## src/rtl/scope_eth_pkg.sv

```systemverilog
`default_nettype none
// ============================================================================
// Module   : scope_eth_pkg
// Purpose  : Shared constants and FSM state encoding for the scope Ethernet
//            command path.
// Contents : c_byte_w            - width of one payload byte
//            c_udp_max_payload   - largest UDP payload that fits one frame
//            c_st_*              - command transmitter state encoding
// Revision : 1.0 - initial release
// ============================================================================
package scope_eth_pkg;

    localparam int unsigned c_byte_w          = 8;
    localparam int unsigned c_udp_max_payload = 1472;

    localparam int unsigned c_state_w = 2;
    localparam logic [c_state_w-1:0] c_st_idle     = 2'd0;
    localparam logic [c_state_w-1:0] c_st_wait_rdy = 2'd1;
    localparam logic [c_state_w-1:0] c_st_send     = 2'd2;
    localparam logic [c_state_w-1:0] c_st_gap      = 2'd3;

endpackage
`default_nettype wire

```

## src/rtl/udp_byte_serializer.sv

```systemverilog
`default_nettype none
// ============================================================================
// Module   : udp_byte_serializer
// Purpose  : Loads a P_BYTES-wide word and presents it one byte at a time,
//            most significant byte first, with a flag on the final byte.
// Ports    : i_clk, i_rst  - clock, synchronous active-high reset
//            i_load        - capture i_word and restart at byte 0
//            i_shift       - advance to the next byte
//            i_word        - word to serialise
//            o_byte        - current byte (combinational from the register)
//            o_last        - current byte is index P_BYTES-1
// Revision : 1.0 - initial release
// ============================================================================
module udp_byte_serializer
    import scope_eth_pkg::*;
#(
    parameter int unsigned P_BYTES = 8
) (
    input  logic                         i_clk,
    input  logic                         i_rst,
    input  logic                         i_load,
    input  logic                         i_shift,
    input  logic [c_byte_w*P_BYTES-1:0]  i_word,
    output logic [c_byte_w-1:0]          o_byte,
    output logic                         o_last
);

    localparam int unsigned c_word_w = c_byte_w * P_BYTES;
    // A single-byte frame still needs a 1-bit index register.
    localparam int unsigned c_idx_w  = (P_BYTES > 1) ? $clog2(P_BYTES) : 1;
    localparam logic [c_idx_w-1:0] c_last_idx = c_idx_w'(P_BYTES - 1);

    logic [c_word_w-1:0] r_sreg;
    logic [c_idx_w-1:0]  r_idx;

    always_ff @(posedge i_clk) begin
        if (i_rst) begin
            r_sreg <= '0;
            r_idx  <= '0;
        end else if (i_load) begin
            r_sreg <= i_word;
            r_idx  <= '0;
        end else if (i_shift) begin
            // The index may wrap past the last byte on the final shift; the
            // next frame always reloads before it is used again.
            r_sreg <= r_sreg << c_byte_w;
            r_idx  <= r_idx + c_idx_w'(1);
        end
    end

    assign o_byte = r_sreg[c_word_w-1 -: c_byte_w];
    assign o_last = (r_idx == c_last_idx);

endmodule
`default_nettype wire

```

## src/rtl/scope_udp_cmd_tx.sv

```systemverilog
`default_nettype none
// ============================================================================
// Module   : scope_udp_cmd_tx
// Purpose  : Latches a command word and sends it as one or more UDP frames,
//            MSB byte first, on the UDP stack user send interface. Supports
//            repeat bursts with an inter-frame gap and an optional rolling
//            sequence number in the final byte of every frame.
// Ports    : i_clk, i_rst               - UDP clock, sync active-high reset
//            i_cmd_data/valid, o_cmd_ready - command request handshake
//            i_repeat, i_gap, i_seq_en  - burst controls, latched at accept
//            o_send_len/data/last/valid, i_send_ready - UDP stack interface
//            o_busy, o_done, o_seq      - status
// Revision : 1.0 - initial release
// ============================================================================
module scope_udp_cmd_tx
    import scope_eth_pkg::*;
#(
    parameter int unsigned P_BYTES = 8,
    parameter int unsigned P_CNT_W = 8,
    parameter int unsigned P_GAP_W = 8
) (
    input  logic                         i_clk,
    input  logic                         i_rst,
    input  logic [c_byte_w*P_BYTES-1:0]  i_cmd_data,
    input  logic                         i_cmd_valid,
    output logic                         o_cmd_ready,
    input  logic [P_CNT_W-1:0]           i_repeat,
    input  logic [P_GAP_W-1:0]           i_gap,
    input  logic                         i_seq_en,
    output logic [15:0]                  o_send_len,
    output logic [7:0]                   o_send_data,
    output logic                         o_send_last,
    output logic                         o_send_valid,
    input  logic                         i_send_ready,
    output logic                         o_busy,
    output logic                         o_done,
    output logic [7:0]                   o_seq
);

    localparam logic [15:0] c_frame_len = 16'(P_BYTES);

    logic [c_state_w-1:0]          r_state;
    logic [c_state_w-1:0]          w_state_next;

    logic [c_byte_w*P_BYTES-1:0]   r_cmd_word;
    logic [P_GAP_W-1:0]            r_gap;
    logic [P_GAP_W-1:0]            r_gap_cnt;
    logic                          r_seq_en;
    logic [P_CNT_W-1:0]            r_remain;
    logic [7:0]                    r_seq;

    logic [15:0]                   r_send_len;
    logic [7:0]                    r_send_data;
    logic                          r_send_last;
    logic                          r_send_valid;
    logic                          r_done_pend;
    logic                          r_done;

    logic                          w_accept;
    logic                          w_load;
    logic                          w_shift;
    logic                          w_frame_end;
    logic                          w_last_frame;
    logic [7:0]                    w_ser_byte;
    logic                          w_ser_last;

    assign w_last_frame = (r_remain == P_CNT_W'(1));

    udp_byte_serializer #(
        .P_BYTES (P_BYTES)
    ) u_ser (
        .i_clk   (i_clk),
        .i_rst   (i_rst),
        .i_load  (w_load),
        .i_shift (w_shift),
        .i_word  (r_cmd_word),
        .o_byte  (w_ser_byte),
        .o_last  (w_ser_last)
    );

    // ------------------------------------------------------------------
    // FSM state register
    // ------------------------------------------------------------------
    always_ff @(posedge i_clk) begin
        if (i_rst) begin
            r_state <= c_st_idle;
        end else begin
            r_state <= w_state_next;
        end
    end

    // ------------------------------------------------------------------
    // FSM next state and control strobes. SEND runs one cycle ahead of the
    // registered outputs, so leaving SEND coincides with the edge that
    // registers the last byte.
    // ------------------------------------------------------------------
    always_comb begin
        w_state_next = r_state;
        w_accept     = 1'b0;
        w_load       = 1'b0;
        w_shift      = 1'b0;
        w_frame_end  = 1'b0;
        case (r_state)
            c_st_idle: begin
                if (i_cmd_valid) begin
                    w_accept     = 1'b1;
                    w_state_next = c_st_wait_rdy;
                end
            end
            c_st_wait_rdy: begin
                if (i_send_ready) begin
                    w_load       = 1'b1;
                    w_state_next = c_st_send;
                end
            end
            c_st_send: begin
                w_shift = 1'b1;
                if (w_ser_last) begin
                    w_frame_end = 1'b1;
                    if (w_last_frame) begin
                        w_state_next = c_st_idle;
                    end else if (r_gap == '0) begin
                        w_state_next = c_st_wait_rdy;
                    end else begin
                        w_state_next = c_st_gap;
                    end
                end
            end
            c_st_gap: begin
                if (r_gap_cnt <= P_GAP_W'(1)) begin
                    w_state_next = c_st_wait_rdy;
                end
            end
            default: begin
                w_state_next = c_st_idle;
            end
        endcase
    end

    // ------------------------------------------------------------------
    // Datapath: latched command fields, counters and registered outputs
    // ------------------------------------------------------------------
    always_ff @(posedge i_clk) begin
        if (i_rst) begin
            r_cmd_word   <= '0;
            r_gap        <= '0;
            r_gap_cnt    <= '0;
            r_seq_en     <= 1'b0;
            r_remain     <= '0;
            r_seq        <= '0;
            r_send_len   <= '0;
            r_send_data  <= '0;
            r_send_last  <= 1'b0;
            r_send_valid <= 1'b0;
            r_done_pend  <= 1'b0;
            r_done       <= 1'b0;
        end else begin
            if (w_accept) begin
                r_cmd_word <= i_cmd_data;
                r_gap      <= i_gap;
                r_seq_en   <= i_seq_en;
                r_remain   <= (i_repeat == '0) ? P_CNT_W'(1) : i_repeat;
            end else if (w_frame_end) begin
                r_remain <= r_remain - P_CNT_W'(1);
            end

            if (w_frame_end) begin
                r_seq     <= r_seq + 8'd1;
                r_gap_cnt <= r_gap;
            end else if (r_state == c_st_gap) begin
                r_gap_cnt <= r_gap_cnt - P_GAP_W'(1);
            end

            r_send_valid <= w_shift;
            r_send_last  <= w_shift & w_ser_last;
            r_send_len   <= w_shift ? c_frame_len : 16'd0;
            if (w_shift) begin
                r_send_data <= (w_ser_last && r_seq_en) ? r_seq : w_ser_byte;
            end else begin
                r_send_data <= 8'h00;
            end

            // The last byte becomes visible one cycle after the FSM leaves
            // SEND, so done is delayed once more to trail it.
            r_done_pend <= w_frame_end & w_last_frame;
            r_done      <= r_done_pend;
        end
    end

    // Ready drops combinationally with reset so a command presented during
    // reset is never seen as accepted.
    assign o_cmd_ready  = (r_state == c_st_idle) && !i_rst;
    assign o_busy       = (r_state != c_st_idle);
    assign o_send_len   = r_send_len;
    assign o_send_data  = r_send_data;
    assign o_send_last  = r_send_last;
    assign o_send_valid = r_send_valid;
    assign o_done       = r_done;
    assign o_seq        = r_seq;

endmodule
`default_nettype wire

```

## config.mk

```make
export PLATFORM = sky130hd
export DESIGN_NAME = scope_udp_cmd_tx
export DESIGN_NICKNAME = d
export VERILOG_FILES = /design/src/rtl/scope_eth_pkg.sv /design/src/rtl/udp_byte_serializer.sv /design/src/rtl/scope_udp_cmd_tx.sv
export SDC_FILE = /design/constraint.sdc
export NUM_CORES = 1
export LEC_CHECK = 0
export BUFFER_PORTS_ARGS = -buffer_cell sky130_fd_sc_hd__buf_2
export CAP_MARGIN = 30
export CORE_UTILIZATION = 41
export DETAILED_ROUTE_END_ITERATION = 8
export PLACE_DENSITY = 0.68
export SLEW_MARGIN = 20
export SYNTH_ARGS = -nofsm -noshare
export SYNTH_HDL_FRONTEND = slang
export SYNTH_SLANG_ARGS = --single-unit
```

## constraint.sdc

```tcl
create_clock -name i_clk -period 1.74 [get_ports i_clk]
set_input_delay 0 -clock i_clk [delete_from_list [all_inputs] [get_ports i_clk]]
set_output_delay 0 -clock i_clk [all_outputs]
set_load 0.01 [all_outputs]
```

## Yosys cells after proc, flatten, opt, wreduce, memory -nomap -nowiden

Index checks and enable logic that the tools add are counted.

- $add $sub $neg: 4
- $lt $le $gt $ge: 1
- Equal/unequal tests: 9
- Multiplexer cells: 23
- Bitwise logic cells: 3
- Reduce and logical (&&, ||, !) cells: 13

Operator list:

| kind | number |
|---|---|
| 64-bit two-way mux | 2 |
| 8-bit two-way mux | 6 |
| 8-bit logical NOT | 2 |
| 8-bit by 1-bit subtractor with 8-bit output, second input constant | 2 |
| 2-bit two-way mux | 6 |
| 8-bit by 1-bit adder with 8-bit output, second input constant | 1 |
| 8-bit by 1-bit == test with 1-bit output, second input constant | 1 |
| 8-bit by 1-bit <= comparator with 1-bit output, second input constant | 1 |
| 2-bit != test, second input constant | 4 |
| 2-bit one-hot mux with 4 select lines | 1 |
| 2-bit nonzero test | 4 |
| 1-bit two-way mux | 7 |
| 2-bit == test, second input constant | 2 |
| 4-bit two-way mux | 1 |
| 4-bit AND reduction | 1 |
| 2-bit OR reduction | 2 |
| 3-bit by 1-bit adder with 3-bit output, second input constant | 1 |
| 3-bit == test, second input constant | 1 |
| 1-bit bitwise AND | 2 |
| 2-bit by 1-bit == test with 1-bit output, second input constant | 1 |
| 1-bit logical AND | 2 |
| 2-bit logical NOT | 1 |
| 1-bit logical NOT | 1 |
| 1-bit NOT | 1 |

- Register bits: 194
- Logic and storage cells: 68

## Longest topological paths before layout

Gate-level depths: netlist of the first run.

- Depth after elaboration: 5
- Gate-level depth with buffers: 8
- Gate-level depth less buffers: 6

## By module

A second synthesis of the first run with hierarchy kept.

- Cells, all modules: 854
- Area, all modules: 7,617.3 sq um

By module, submodules not included:

| module | times used | cells each | area each (sq um) |
|---|---|---|---|
| scope_udp_cmd_tx | 1 | 549 | 4,423.0 |
| udp_byte_serializer | 1 | 305 | 3,194.3 |

## Worst setup path after synthesis of the first run

OpenSTA, ideal clock, no wires.

- Path kind: register -> register
- Start point: reg r_state[0]
- End point: reg u_ser.r_sreg[56]
- Data arrival time: 1.526 ns
- Required time: 1.603 ns
- Slack: 0.077 ns
- Stages on the path, launching flop included: 8
- Path through: dfxtp_1 -> inv_1 -> ha_1 -> buf_2 -> buf_2 -> buf_2 -> mux2i_1 -> a211oi_1

- Cells in the longest elaborated chain, start to end: 3

Ends and longest elaborated chain:

| item | RTL line | source |
|---|---|---|
| from (decl) | scope_udp_cmd_tx.sv:42 | `logic [c_state_w-1:0] r_state;` |
| from (signal assigned) | scope_udp_cmd_tx.sv:86 | `r_state <= c_st_idle;` |
| from (signal assigned) | scope_udp_cmd_tx.sv:88 | `r_state <= w_state_next;` |
| 2-bit == test | scope_udp_cmd_tx.sv:103 | `case (r_state)` |
| 1-bit two-way mux | scope_udp_cmd_tx.sv:103 |  |
| via u_ser.i_shift | udp_byte_serializer.sv:22 | `input logic i_shift,` |
| 2-bit nonzero test (no line) | - |  |
| to (signal assigned) | udp_byte_serializer.sv:41 | `r_sreg <= i_word;` |
| to (signal assigned) | udp_byte_serializer.sv:46 | `r_sreg <= r_sreg << c_byte_w;` |
| to (decl) | udp_byte_serializer.sv:33 | `logic [c_word_w-1:0] r_sreg;` |

The timed path passes the listed nets, and every way through them passes these cells.
A chain may end at the register's enable or synchronous reset.

## Final worst setup path of the first run

- Start point: reg r_state[0]
- End point: reg r_gap_cnt[3]

- Cells in the longest elaborated chain, start to end: 3

Ends and longest elaborated chain:

| item | RTL line | source |
|---|---|---|
| 2-bit == test | scope_udp_cmd_tx.sv:103 |  |
| 1-bit two-way mux | scope_udp_cmd_tx.sv:103 |  |
| 8-bit two-way mux / 2-bit nonzero test (equally long branches) | - |  |
| to (signal assigned) | scope_udp_cmd_tx.sv:169 | `r_gap_cnt <= r_gap;` |
| to (signal assigned) | scope_udp_cmd_tx.sv:171 | `r_gap_cnt <= r_gap_cnt - P_GAP_W'(1);` |
| to (decl) | scope_udp_cmd_tx.sv:47 | `logic [P_GAP_W-1:0] r_gap_cnt;` |

Parallel ways exist; a longest one is shown, timed or not.

==> results of run 1 <==
-- flip-flops by register name (all words and copies together), names as in the netlist --
signal	flops
o_done	1
o_send_data	8
o_send_last	1
o_send_len	1
o_seq	8
r_cmd_word	64
r_done_pend	1
r_gap	8
r_gap_cnt	8
r_remain	8
r_seq_en	1
r_state	2
u_ser.r_idx	3
u_ser.r_sreg	64
-- synthesized netlist by cell type, types with 2 or more instances --
cell,count,share of area
xor2_1,10,0.012
ha_1,11,0.019
xnor2_1,10,0.012
or3_1,2,0.0017
buf_2,9,0.0062
o21ai_0,2,0.0014
a311oi_1,2,0.0024
and2_1,3,0.0026
mux2i_1,58,0.080
nand2_1,175,0.091
a21oi_1,95,0.066
buf_4,16,0.017
nor2_1,82,0.043
and3_1,3,0.0026
a211oi_1,69,0.072
nor4_1,6,0.0052
clkbuf_1,48,0.025
dfxtp_1,178,0.49
inv_1,12,0.0062
nand4b_1,2,0.0024
nand4_1,4,0.0035
nand3_1,19,0.013
nor3_1,8,0.0055
o211ai_1,2,0.0021
buf_1,7,0.0036
-- power by group --
| group | internal (uW) | leakage [uW] | switching [uW] |
|---|---|---|---|
| Clock | 2380 | 0.000294 | 1580 |
| Sequential | 4690 | 0.00145 | 422 |
| Combinational | 1140 | 0.00202 | 1420 |
-- worst min-delay path, delay by kind of cell --
kind            cells  cell delay, ns
buf+inv             1            0.11
simple gates        1            0.21
compound gates      1            0.11
-- routing by layer --
metal	global-route usage	part of all wire	routed length (um)	vias up
li1	-	-	-	3188
met1	0.241	0.47	7960	2855
met2	0.330	0.48	8180	128
met3	0.0443	0.034	576	21
met4	0.0493	0.013	223	0
met5	0	0	0	-
-- metrics by stage --
stage	utilization	power, uW
2_1_floorplan	-	6740
3_3_place_gp	0.469	7520
3_5_place_dp	0.469	7600
4_1_cts	0.553	11700
5_1_grt	0.555	12300
6_report	0.555	11600
-- layout make-up --
cell class / count / area (um^2)
flip-flops and latches: 178 / 3560
clock inverters: 12 / 156
multi-input cells: 588 / 3370
well taps: 225 / 282
inverters: 12 / 45.0
fillers: 1524 / 7660
clock buffers: 20 / 467
repair buffers: 214 / 1690
-- worst paths after layout --
kind                from      endpoint  slack (ns)  cells after the start
max           r_state[0]  r_gap_cnt[3]        0.08                      4
min          i_cmd_valid   r_remain[4]        0.06                      3
max reg2reg   r_state[0]  r_gap_cnt[3]        0.08                      4
min reg2reg  r_done_pend        o_done        0.45                      1
-- cell usage in the layout (no fill, tap or decap), types with 17 or more instances in the layout --
cell type      netlist  final
dfxtp_1            178    177
nand2_1            175    173
buf_2                9    105
a21oi_1             95     95
dlygate4sd3_1        0     82
nor2_1              82     81
a211oi_1            69     69
mux2i_1             58     58
nand3_1             19     19
clkbuf_16            0     17
-- timing repair --
item | CTS | global route
gates cloned | 0 | 0
pin swaps | 1 | 1
setup buffers | 0 | 1
setup endpoints to repair | 2 | 16
hold endpoints to repair | 83 | 0
hold buffers | 82 | 0
resized for setup | 1 | 6
-- logic make-up (layout without fill, tap and decap cells) --
group                      Yosys count  in the layout  share of synthesized area
adders and majority gates           11             11                     0.0190
other                                1             15                   0.000518
AOI/OAI and AO/OA                  175            175                      0.150
xor gates and xnor gates            20             20                     0.0242
and+or+nand+nor                    309            309                      0.176
DFF                                178            178                      0.492
buffers and inverters               92            258                     0.0576
muxes                               58             58                     0.0802
==> metrics.csv, run 1 <==
stage,metric,value,unit
sta,tightest_slew,0.489,ns
worst_setup_path,critical-path-top-delay-family,simple AND/OR/NAND/NOR gates,
synthesis,syn_avg_cell_area,8.57,um^2
sta,worst_slack,0.0790,ns
clock_tree,insertion_delay,0.42,ns
place,dp.cells,1134,
place,placed_cell_area,8090,um^2
sta,maxClockFrequency,0.602,GHz
synthesis,synth_cells,844,
sta,setup_tns,0,ns
outcome,status,"complete, no violations",
worst_setup_path,worstPathCellList,ha_1 > or3b_4 > or3_1 > a311oi_2,
finish,nNetsFinal,1107,
place,hpwlAfterDp,11.0,mm
place,gp_congestion,0.778,
synthesis,synth_warnings,0,
pwr,ir_drop,725,uV
clock_tree,numCtsBuffers,17,
routing,wire_per_inst,13.6,um
routing,routed_wl,16.9,mm
synthesis,yosysSeqAreaShare,0.492,
clock_tree,ctsLongestPathBuffers,2,
synthesis,yosysUniqueCellTypes,36,
sta,fin_crit,1.66,ns
floorplan,initial_utilization,0.420,
clock_tree,clock_sinks,178,
sta,setup_viol,0,
synthesis,syn_area,7240,um^2
global_route,grt_pass1_wl,27.8,mm
synthesis,async_flop_share,0,
worst_setup_path,critPathMaxStageDelay,0.41,ns
routing,antenna_left,0,
global_route,grt_pass1_vias,5825,
floorplan,die_height,135,um
place,dp_slack,0.00634,ns
worst_setup_path,required,2.06,ns
clock_tree,htreeDepth,4,
floorplan,die_w,135,um
global_route,overflow,0,
job,drv_cap,0,
floorplan,core,17200,um^2
sta,drv_slew,0,
floorplan,fp.dieArea,18200,um^2
global_route,track_usage,0.192,
pwr,p_per_area,1210,nW/um^2
floorplan,num_io_pins,122,
clock_tree,cts_tree,yes,
synthesis,synth_top_flop_cell,dfxtp_1,
sta,hold_violations,0,
sta,maxSlewHeadroom,0.671,
finish,drive_gt1_frac,0.172,
pwr,p_leak,0.00377,uW
routing,drtIter0Drc,365,
worst_setup_path,critPathSlowestCell,or3b_4,
finish,diodes,0,
floorplan,num_rows,48,
routing,first_pass_iters,5,
finish,area_delta_synth_final,32.3,%
synthesis,synth-seq-cells,178,
sta,skew,0.00813,ns
synthesis,synth_enable_flop_cells,0,
sta,finalCritPeriodShare,0.955,
worst_setup_path,end_kind,flip-flop,
sta,whs,0.0607,ns
worst_setup_path,crit_buf_inv,0,
routing,drc,0,
worst_setup_path,crit_type,flip-flop to flip-flop,
worst_setup_path,arrival,1.98,ns
clock_tree,cts-root-buf,clkbuf_16,
finish,stdcell_count,1249,
global_route,antenna_found_initial,0,
global_route,grt_start_max_net_pins,58,
place,portBuffers,106,
sta,rsz0062_at_grt,false,
finish,postLayoutCellArea,9570,um^2
clock_tree,cts.clk_slew.worst_paths,0.07,ns
routing,vias,6192,
worst_hold_path,hp-class,input port to flip-flop,
worst_setup_path,cp-start-kind,flip-flop,
routing,vias_per_cell,4.96,
worst_setup_path,cp_max_fo,4,
(Power assumes the default switching activity.)
==> run 2: changes to the inputs <==
Settings changed: PLACE_DENSITY 0.68 to 0.65.
Clock period 1.74 ns to 1.7 ns, I/O delays scaled along.
==> run 2 against run 1 <==
  * The run now ends with negative setup slack left
  * Clock power rose by 5%
  * Register-to-register slack got worse by 0.11 ns
  * First-iteration DRC count fell by 22%
  * Fmax fell by 3.8%
  * Worst hold slack got worse by 0.023 ns
  * Via count fell by 0.42%
  * Global-route usage rose by 0.62 points
  * Cell count rose by 0.32%
  * Clock skew rose by 0.0026 ns
  * Sequential power rose by 2%
  * Die area did not move
  * Cell area rose by 0.89%
  * Critical path type unchanged
==> metrics.csv, run 2 (same netlist as run 1, synthesis figures left out) <==
stage,metric,value,unit
outcome,status,finished with violations,
worst_setup_path,required,1.99,ns
floorplan,core,17200,um^2
pwr,p_leak,0.00381,uW
worst_hold_path,hold_depth,3,
place,hpwlAfterDp,11.0,mm
finish,fin_util,0.560,
sta,skew,0.0107,ns
clock_tree,clock_sinks,178,
routing,antenna_left,0,
worst_setup_path,arrival,2.02,ns
sta,rsz0062_at_grt,true,
global_route,antenna_found_initial,0,
routing,first_pass_iters,5,
clock_tree,htreeDepth,4,
sta,fin_crit,1.73,ns
job,drv_cap,0,
finish,final_cell_mix,"dfxtp_1, nand2_1, buf_2",
sta,worst_slack,-0.0260,ns
sta,finalCritPeriodShare,1.02,
finish,area_delta_synth_final,33.5,%
worst_setup_path,timing.rr.start,r_gap_cnt[3],
worst_setup_path,end_kind,flip-flop,
routing,drc,0,
place,portBuffers,106,
place,gp_congestion,0.788,
global_route,grt_pass1_vias,6039,
worst_setup_path,cp_max_fo,5,
routing,vias_per_cell,4.92,
global_route,grt_start_max_net_pins,63,
worst_hold_path,holdPathEnd,u_ser.r_sreg[8],
worst_setup_path,worstPathCellList,or4_4 > o41ai_4 > and2_1 > o32ai_1,
routing,drtIter0Drc,286,
floorplan,die_height,135,um
clock_tree,cts_tree,yes,
finish,reg.largest.list,"r_cmd_word: 64 flops, u_ser.r_sreg: 64 flops",
worst_setup_path,cp.depth,4,
finish,drive_gt1_frac,0.179,
routing,vias,6166,
global_route,grt_pass1_wl,28.6,mm
floorplan,num_io_pins,122,
worst_setup_path,r2r_slack,-0.03,ns
clock_tree,insertion_delay,0.43,ns
global_route,overflow,0,
clock_tree,ctsLongestPathBuffers,2,
worst_setup_path,worstReg2RegEnd,r_state[1],
finish,final_common_cell,dfxtp_1,
floorplan,initial_utilization,0.420,
worst_setup_path,cp-start-kind,flip-flop,
floorplan,fp.dieArea,18200,um^2
global_route,track_usage,0.198,
clock_tree,numCtsBuffers,17,
routing,routed_wl,17.3,mm
finish,nNetsFinal,1112,
clock_tree,cts-root-buf,clkbuf_16,
worst_hold_path,min_from,i_send_ready,
worst_hold_path,hp-class,input port to flip-flop,
worst_setup_path,critPathSlowestCell,or4_4,
worst_setup_path,crit_type,flip-flop to flip-flop,
routing,wire_per_inst,13.8,um
floorplan,num_rows,48,
finish,diodes,0,
finish,stdcell_count,1253,
place,dp.cells,1135,
worst_setup_path,crit_buf_inv,0,
pwr,total_power,12000,uW
pwr,p_per_area,1250,nW/um^2
floorplan,die_w,135,um
sta,drv_slew,0,
sta,hold_violations,0,
worst_setup_path,critPathMaxStageDelay,0.57,ns
pwr,ir_drop,915,uV
worst_setup_path,rr_worst_depth,4,
outcome,violations,negative setup slack,
clock_tree,cts.clk_slew.worst_paths,0.06,ns
worst_setup_path,critical-path-top-delay-family,simple AND/OR/NAND/NOR gates,
sta,setup_viol,2,
sta,maxClockFrequency,0.579,GHz
## run 2: layer usage
layer | GRT usage | part of all wire | wire length, um
met4 | 0.0861 | 0.020 | 346
met5 | 0 | 0 | 0
met3 | 0.0360 | 0.032 | 549
met1 | 0.251 | 0.47 | 8150
met2 | 0.329 | 0.48 | 8310
## run 2: stage by stage
stage	instance area (um^2)	setup TNS (ns)	worst slack, ns	hold WS (ns)
4_1_cts	9560	0	0.0298	0.0343
3_3_place_gp	8110	0	0.0478	0.242
3_5_place_dp	8110	-0.0766	-0.0400	0.246
5_1_grt	9660	-0.152	-0.0871	0.0585
6_report	9660	-0.0425	-0.0260	0.0379
2_1_floorplan	7290	0	0.0369	0.136
## run 2: how the worst max path moves through the flow
stage,startpoint,endpoint
CTS,r_gap_cnt[3],r_state[1]
global placement,u_ser.r_idx[0],r_state[1]
global route,r_gap_cnt[3],r_state[1]
floorplan,r_state[0],u_ser.r_sreg[56]
detailed placement,u_ser.r_idx[0],r_state[1]
finish,r_gap_cnt[3],r_state[1]
## run 2: cell type report
cell class              instances  area (um^2)
inverters                      12         45.0
well taps                     225          282
flip-flops and latches        178         3570
clock inverters                10          156
multi-input cells             588         3400
clock buffers                  21          470
fillers                      1552         7580
repair buffers                219         1740
## run 2: power breakdown
group	internal (uW)	leakage [uW]	total (uW)	switching [uW]
clock	2560	0.000309	4150	1590
combinational	1190	0.00204	2650	1460
sequential	4810	0.00146	5230	426
## run 2: repair_timing
action | in CTS | in global routing
resized for setup | 0 | 15
hold endpoints to repair | 82 | 0
buffers inserted | 1 | 4
pin swaps | 1 | 3
endpoints found under the setup margin | 2 | 16
hold buffers | 82 | 0
## run 2: worst register-to-register path, delay by kind of cell, from the launching register on
family | cells | cell delay, ns
compound gates | 2 | 0.44
flops | 1 | 0.36
simple gates | 2 | 0.79
